===== src/rtl/writeback_unit.sv =====
// writeback_unit: final pipeline stage -- register-file writeback, bypassed read ports,
// post-reset RAM clear sequencer and retire counter. Optional trace outputs under `WB_TRACE_EN.
module writeback_unit #(
   parameter int NREGS     = 64,
   parameter int CNT_WIDTH = 64
) (
   input  logic                 clk_i,
   input  logic                 reset_i,
   input  logic [31:0]          MW_PC_i,
   input  logic [31:0]          MW_instr_i,
   input  logic                 MW_nop_i,
   input  logic [5:0]           MW_rdId_i,
   input  logic [31:0]          MW_wbData_i,
   input  logic                 MW_wbEnable_i,
   input  logic [5:0]           DW_rs1Id_i,
   input  logic [5:0]           DW_rs2Id_i,
   output logic [31:0]          DW_rs1_o,
   output logic [31:0]          DW_rs2_o,
   output logic                 WB_busy_o,
`ifdef WB_TRACE_EN
   output logic                 trace_valid_o,
   output logic [31:0]          trace_pc_o,
   output logic [31:0]          trace_instr_o,
   output logic [5:0]           trace_rdId_o,
   output logic [31:0]          trace_wdata_o,
   output logic                 trace_we_o,
`endif
   output logic [CNT_WIDTH-1:0] WB_instret_o
);

   localparam int            AW       = (NREGS > 1) ? $clog2(NREGS) : 1;
   localparam logic [AW-1:0] LAST_IDX = AW'(NREGS - 1);

   localparam logic [0:0] S_CLEAR = 1'b0;
   localparam logic [0:0] S_RUN   = 1'b1;

   logic [0:0]           r_state;
   logic [AW-1:0]        r_clrIdx;
   logic [31:0]          r_rf [NREGS];
   logic [31:0]          r_rs1;
   logic [31:0]          r_rs2;
   logic [CNT_WIDTH-1:0] r_instret;

   logic          w_run;
   logic          w_we;
   logic          w_ramWe;
   logic [AW-1:0] w_ramAddr;
   logic [31:0]   w_ramData;

   assign w_run = (r_state == S_RUN);
   assign w_we  = w_run & MW_wbEnable_i & ~MW_nop_i & (MW_rdId_i != 6'd0);

   // Clear sequencer: one RAM entry per cycle, then RUN until the next reset.
   always_ff @(posedge clk_i or posedge reset_i) begin
      if (reset_i) begin
         r_state  <= S_CLEAR;
         r_clrIdx <= '0;
      end else if (r_state == S_CLEAR) begin
         r_clrIdx <= r_clrIdx + AW'(1);
         if (r_clrIdx == LAST_IDX)
            r_state <= S_RUN;
      end
   end

   // Single RAM write port shared between the clear sequencer and writeback.
   assign w_ramWe   = ~w_run | w_we;
   assign w_ramAddr = w_run ? MW_rdId_i[AW-1:0] : r_clrIdx;
   assign w_ramData = w_run ? MW_wbData_i : 32'd0;

   always_ff @(posedge clk_i) begin
      if (w_ramWe)
         r_rf[w_ramAddr] <= w_ramData;
   end

   // Read data for one port: x0 is hardwired, same-cycle writes are forwarded.
   function automatic logic [31:0] f_read(input logic [5:0] id);
      logic [31:0] v;
      v = 32'd0;
      if (w_run && id != 6'd0) begin
         if (w_we && id == MW_rdId_i)
            v = MW_wbData_i;
         else
            v = r_rf[id[AW-1:0]];
      end
      return v;
   endfunction

   always_ff @(posedge clk_i or posedge reset_i) begin
      if (reset_i) begin
         r_rs1 <= '0;
         r_rs2 <= '0;
      end else begin
         r_rs1 <= f_read(DW_rs1Id_i);
         r_rs2 <= f_read(DW_rs2Id_i);
      end
   end

   // Every non-bubble retires, whether or not it writes a register.
   always_ff @(posedge clk_i or posedge reset_i) begin
      if (reset_i)
         r_instret <= '0;
      else if (w_run && !MW_nop_i)
         r_instret <= r_instret + CNT_WIDTH'(1);
   end

   assign DW_rs1_o     = r_rs1;
   assign DW_rs2_o     = r_rs2;
   assign WB_busy_o    = ~w_run;
   assign WB_instret_o = r_instret;

`ifdef WB_TRACE_EN
   logic        r_tValid;
   logic [31:0] r_tPc;
   logic [31:0] r_tInstr;
   logic [5:0]  r_tRdId;
   logic [31:0] r_tWdata;
   logic        r_tWe;

   always_ff @(posedge clk_i or posedge reset_i) begin
      if (reset_i) begin
         r_tValid <= 1'b0;
         r_tPc    <= '0;
         r_tInstr <= '0;
         r_tRdId  <= '0;
         r_tWdata <= '0;
         r_tWe    <= 1'b0;
      end else begin
         r_tValid <= w_run & ~MW_nop_i;
         r_tPc    <= MW_PC_i;
         r_tInstr <= MW_instr_i;
         r_tRdId  <= MW_rdId_i;
         r_tWdata <= w_we ? MW_wbData_i : 32'd0;
         r_tWe    <= w_we;
      end
   end

   assign trace_valid_o = r_tValid;
   assign trace_pc_o    = r_tPc;
   assign trace_instr_o = r_tInstr;
   assign trace_rdId_o  = r_tRdId;
   assign trace_wdata_o = r_tWdata;
   assign trace_we_o    = r_tWe;
`else
   logic w_unused_trace;
   assign w_unused_trace = ^{MW_PC_i, MW_instr_i};
`endif

endmodule


===== config.mk =====
export PLATFORM = sky130hd
export DESIGN_NAME = writeback_unit
export DESIGN_NICKNAME = d
export VERILOG_FILES = /design/src/rtl/writeback_unit.sv
export SDC_FILE = /design/constraint.sdc
export NUM_CORES = 2
export LEC_CHECK = 0
export CAP_MARGIN = 20
export CORE_AREA = 3 3 471 473
export CTS_BUF_LIST = sky130_fd_sc_hd__clkbuf_4
export CTS_CLUSTER_SIZE = 30
export DETAILED_ROUTE_END_ITERATION = 8
export DIE_AREA = 0 0 474 476
export PLACE_DENSITY_LB_ADDON = 0.25
export SLEW_MARGIN = 20
export SYNTH_ARGS = -nofsm -noshare
export SYNTH_HDL_FRONTEND = slang
export SYNTH_SLANG_ARGS = --single-unit

===== constraint.sdc =====
create_clock -name clk_i -period 5.6 [get_ports clk_i]
set_clock_uncertainty 0.05 [all_clocks]
set_input_delay 0.56 -clock clk_i [delete_from_list [all_inputs] [get_ports clk_i]]
set_output_delay 0.56 -clock clk_i [all_outputs]
set_load 0.005 [all_outputs]

* Word-level counts from Yosys, hierarchy flattened
Memories as Yosys holds them, arrays and structs flattened.
Index checks and enable logic that the tools add are counted.
** Word-level totals
- Flip-flop bits (word level) :: 135
- Latch bits :: 0
- Memory bits (writable) :: 2048
- Memory bits (read-only) :: 0
- Input port bits :: 118
- Output and inout bits :: 129
- Logic and storage cells :: 36
- Memories :: 1
** Operators by class
- Add/subtract/negate cells :: 2
- Multipliers :: 0
- Div/mod/pow operators :: 0
- Magnitude comparators :: 0
- Equality and inequality tests :: 3
- Shifts and indexed selects :: 0
- Muxes and demuxes :: 10
- Bitwise gates (word level) :: 6
- Reductions and logical operators :: 9
** Memories
- r_rf :: depth 64, width 32, rd ports 2, clocked after Yosys merged registers in 0, wr ports 1, RTL line 39 : logic [31:0] r_rf [NREGS];
** Operator list (count)
- $mux 32 :: 5
- $add 64x1->64 const B :: 1
- $reduce_bool 6->1 :: 3
- $eq 6x6->1 :: 2
- $add 6x1->6 const B :: 1
- $eq 6x6->1 const B :: 1
- $mux 6 :: 1
- $logic_and 1x1->1 :: 5
- $mux 1 :: 4
- $and 1x1->1 :: 3
- $not 1->1 :: 2
- $logic_not 1->1 :: 1
- $or 1x1->1 :: 1

* Logic depth before layout (Yosys ltp)
- Depth in word-level cells :: 6
- Mapped depth :: 12
- Gate-level depth less buffers :: 7

* Least setup slack after synthesis
Ideal clock, no wire load.
- Path kind :: input to register
- Start :: in MW_rdId_i[3]
- End :: mem r_rf[47][0] (enable)
- Arrival :: 3793 ps
- Path slack :: 1289 ps
- Stages on the path :: 5
- Path buffers :: 1
- Cell sequence :: clkbuf_1 inv_1 o32ai_1 nand2_1 nor3b_1
** Between the ends
- Word-level cells in the longest chain between the ends :: 5
** Ends and longest elaborated chain
- from (decl) :: RTL line 12 : input logic [5:0] MW_rdId_i,
- $reduce_bool 6->1 :: RTL line 51 : assign w_we = w_run & MW_wbEnable_i & ~MW_nop_i & (MW_rdId_i != 6'd0);
- $and 1x1->1 :: RTL line 51
- $or 1x1->1 :: RTL line 66 : assign w_ramWe = ~w_run | w_we;
- $mux 1 :: RTL line 71 : if (w_ramWe)
- $mux 1 (not written as such) :: RTL line 72 : r_rf[w_ramAddr] <= w_ramData;
- to (decl) :: RTL line 39
Parallel ways exist; a longest one is shown, timed or not.

* Final worst setup path
- Start :: reg r_state
- End :: reg r_rs2[22], in the netlist DW_rs2_o[22]
** Between the ends
- Word-level cells in the longest chain between the ends :: 6
** Ends and longest elaborated chain
- from (decl) :: RTL line 37 : logic [0:0] r_state;
- from (signal assigned) :: RTL line 56 : r_state <= S_CLEAR;
- from (signal assigned) :: RTL line 61 : r_state <= S_RUN;
- $and 1x1->1 (3 in a row) :: RTL line 51
- $logic_and 1x1->1 :: RTL line 80 : if (w_we && id == MW_rdId_i)
- $mux 32 :: RTL line 80
- $mux 32 * :: RTL line 79 : if (w_run && id != 6'd0) begin
- to (signal assigned) :: RTL line 94 : r_rs2 <= f_read(DW_rs2Id_i);
- to (decl) :: RTL line 41 : logic [31:0] r_rs2;
Mark *: on every way between the ends. The rest lies on a longest branch, timed or not.
A chain may end at the register's enable or synchronous reset.

==> flow_summary.json <==
{
  "status": "completed",
  "synth_ff_type": "edfxtp_1",
  "r2r_slack_ps": 1460,
  "slew-limit-headroom": 0.166,
  "cts.sinks": 2183,
  "start_util": 0.460,
  "period_share": 0.740,
  "die_w_um": 474,
  "vias": 61300,
  "p_int_uw": 25100,
  "finalWirelength_mm": 325,
  "insertion_delay_ps": 1400,
  "drc_errors": 0,
  "cts-root-buf": "clkbuf_4",
  "power_frac_seq": 0.535,
  "io_buffers": 182,
  "crit_required_ps": 6860,
  "syn_to_final_growth_pct": 14.0,
  "first_global_vias": 61700,
  "syn_nets": 5417,
  "min_path_type": "input port to register",
  "rsz0062_at_grt": "no",
  "stdcell_area_um2": 114000,
  "ir_worst_vdd_uv": 251,
  "die_height_um": 476,
  "netlist_instances": 5297,
  "reg2reg_from": "r_state$_DFF_PP0_",
  "maxSlewViolCount": 0,
  "grt_max_degree": 97,
  "ys_seq_area_frac": 0.649,
  "clk_pin_slew_ps": 70,
  "tns_ps": 0,
  "synth_warnings": 0,
  "final_cell_mix": "edfxtp_1 (2,048), mux4_2 (946), clkbuf_4 (827), mux2i_1 (292), nand2_1 (254)",
  "clock_path_buffers": 4,
  "final-seq-area_um2": 64900,
  "grt_overflow": 0,
  "endpoint_kind": "register",
  "place_ws_ps": 1100,
  "detail-route-antenna-nets": 0,
  "wl_per_cell_um": 35.3,
  "swShare": 0.236,
  "ys_seq_elements": 2183,
  "synthDistinctLibCells": 62,
  "dp_hpwl_mm": 202,
  "final_hold_viol_count": 0,
  "cp_max_fo": 29,
  "p_comb_frac": 0.053,
  "multiInputGateArea_um2": 33700,
  "drt-vias-per-instance": 6.65,
  "async_reset_ff_frac": 0.0618,
  "post_cts_buffers": 0,
  "grt_first_pass_wirelength_mm": 457,
  "synth-edff-count": 2048,
  "pin_count": 247,
  "cts-buffers-inserted": 568,
  "r2r_cells": 9,
  "cts_tree": "done",
  "setup_viol": 0,
  "p_sw_uw": 7750,
  "ctsResizeCount": 0,
  "syn_area_per_cell_um2": 18.9,
  "instances_no_fill": 9209,
  "htreeDepth": 6,
  "num_rows": 171,
  "antenna_found_initial": 9,
  "num-nets-final": 6070,
  "powerDensity_nw_per_um2": 288,
  "power_frac_clock": 0.412,
  "finalWorstSetupSlack_ps": 1460,
  "drt_first_pass_iters": 6,
  "coreArea_um2": 217000,
  "tightestPinTransition_ps": 1250,
  "postCtsHoldBufs": 43,
  "hold_depth": 5,
  "fillerInstances": 17400,
  "max-cap-violations": 0,
  "r2r-end": "DW_rs2_o[22]$_DFF_PP0_",
  "p_leak_uw": 0.0319,
  "netlist_area_um2": 99900,
  "grtUsageTotal": 0.287,
  "fmax_ghz": 0.241,
  "drtIter0Drc": 8119,
  "routabilityCongestion": 0.881,
  "critPathArrivalTime_ps": 5400,
  "path_class": "register to register",
  "final_common_cell": "edfxtp_1",
  "layout_min_cycle_time_ps": 4140,
  "place_area_um2": 107000,
  "hold_start": "DW_rs1Id_i[2]",
  "dp_cells": 8191,
  "die-area_um2": 226000,
  "drive_gt1_frac": 0.354,
  "holdPathEnd": "DW_rs1_o[23]$_DFF_PP0_",
  "start_kind": "register",
  "totalPowerFinal_uw": 32800
}
[metal layers]
layer / up-vias / share of wire / global-route usage
li1: 24200 / - / -
met1: 32200 / 0.37 / 0.381
met2: 4128 / 0.47 / 0.441
met3: 777 / 0.097 / 0.0594
met4: 2 / 0.063 / 0.169
met5: - / 0.000046 / 0
[sequential cells by signal, indices dropped and copies added (netlist names)]
| register | cells |
|---|---|
| r_state | 1 |
| DW_rs2_o | 32 |
| r_rf | 2048 |
| r_clrIdx | 6 |
| WB_instret_o | 64 |
| DW_rs1_o | 32 |
[layout make-up]
cell class,count,share of cell area
antenna,12,0.000264
clock buffer,827,0.0545
clock inverter,136,0.00559
inverter,27,0.000956
multi-input combinational,2690,0.296
sequential,2183,0.570
tap,2854,0.0314
timing repair buffer,480,0.0419
[power by group through the flow]
stage	sequential [uW]	clock [uW]	combinational (uW)
2_1_floorplan	17900	0	1000
6_report	17600	13500	1750
5_1_grt	17600	14600	1800
3_3_place_gp	17900	0	1710
4_1_cts	17600	13800	1740
3_5_place_dp	17900	0	1720
[through the flow]
step	hold slack, ps	util
2_1_floorplan	415	-
4_1_cts	31.0	0.524
6_report	146	0.524
5_1_grt	81.7	0.524
3_3_place_gp	409	0.490
3_5_place_dp	411	0.490
[cells by family (layout without fill, tap and decap cells)]
kind of cell / after synthesis / in the layout / synth area share
AND/OR/NAND/NOR: 729 / 729 / 0.0352
AO/OA/AOI/OAI: 621 / 621 / 0.0431
buffers and inverters: 424 / 1470 / 0.0204
XOR/XNOR: 80 / 80 / 0.00701
multiplexers: 1258 / 1258 / 0.245
flip-flops: 2183 / 2183 / 0.649
adder cells (fa/ha/maj): 2 / 2 / 0.000250
other: 0 / 12 / 0
[cells in the mapped netlist (4+ instances only)]
cell type  number  area [um2]
mux2i_1       292        2920
a32o_1          4        40.0
clkbuf_1      153         574
nand3_2         4        40.0
a21oi_1       122         611
o221a_1        24         270
mux4_2        946       21300
a32oi_1        11        96.3
nand2b_1       14        87.6
and2_1         39         244
inv_1          23        86.3
or3_1           6        37.5
nand2_1       254         953
and3_1         15        93.8
buf_1          29         109
a22oi_1       179        1340
buf_2         165         826
o31ai_1         4        30.0
buf_4          37         278
nand3_1       107         536
xnor2_1        46         403
and4_1          5        43.8
a22o_1         22         193
or4_1           4        30.0
nand4_1        59         369
mux2_2         20         225
xor2_1         34         298
o22ai_1        25         156
nor3_1         37         185
nor2_1        145         544
a221oi_1       52         455
o211ai_1       58         435
nor2b_1        14        87.6
a211oi_1        8        60.1
dfrtp_1       135        3380
or2_2           4        25.0
o21ai_0        64         320
a31oi_1        24         150
o21ai_1        17        85.1
edfxtp_1     2048       61500
buf_6          13         146
[worst max path at each step]
stage,start,endpoint,slack (ps)
after global placement,DW_rs2Id_i[5],DW_rs2_o[18]$_DFF_PP0_,1110
final,r_state$_DFF_PP0_,DW_rs2_o[22]$_DFF_PP0_,1460
after global routing,r_state$_DFF_PP0_,DW_rs2_o[22]$_DFF_PP0_,1320
after detailed placement,DW_rs2Id_i[5],DW_rs2_o[18]$_DFF_PP0_,1100
after floorplan,MW_rdId_i[3],r_rf[47][0]$_DFFE_PP_,1290
after CTS,r_state$_DFF_PP0_,DW_rs2_o[22]$_DFF_PP0_,1550
[critical path: stages (launching register included)]
cell and delay, ps:
dfrtp_2 530, nor2b_1 480, buf_4 280, o211ai_1 130, or4_2 1270, nand4_1 270, nor3_1 90, buf_4 200
a21oi_1 150, dlygate4sd3_1 590
Note: power is estimated with default switching activity, not from simulation.
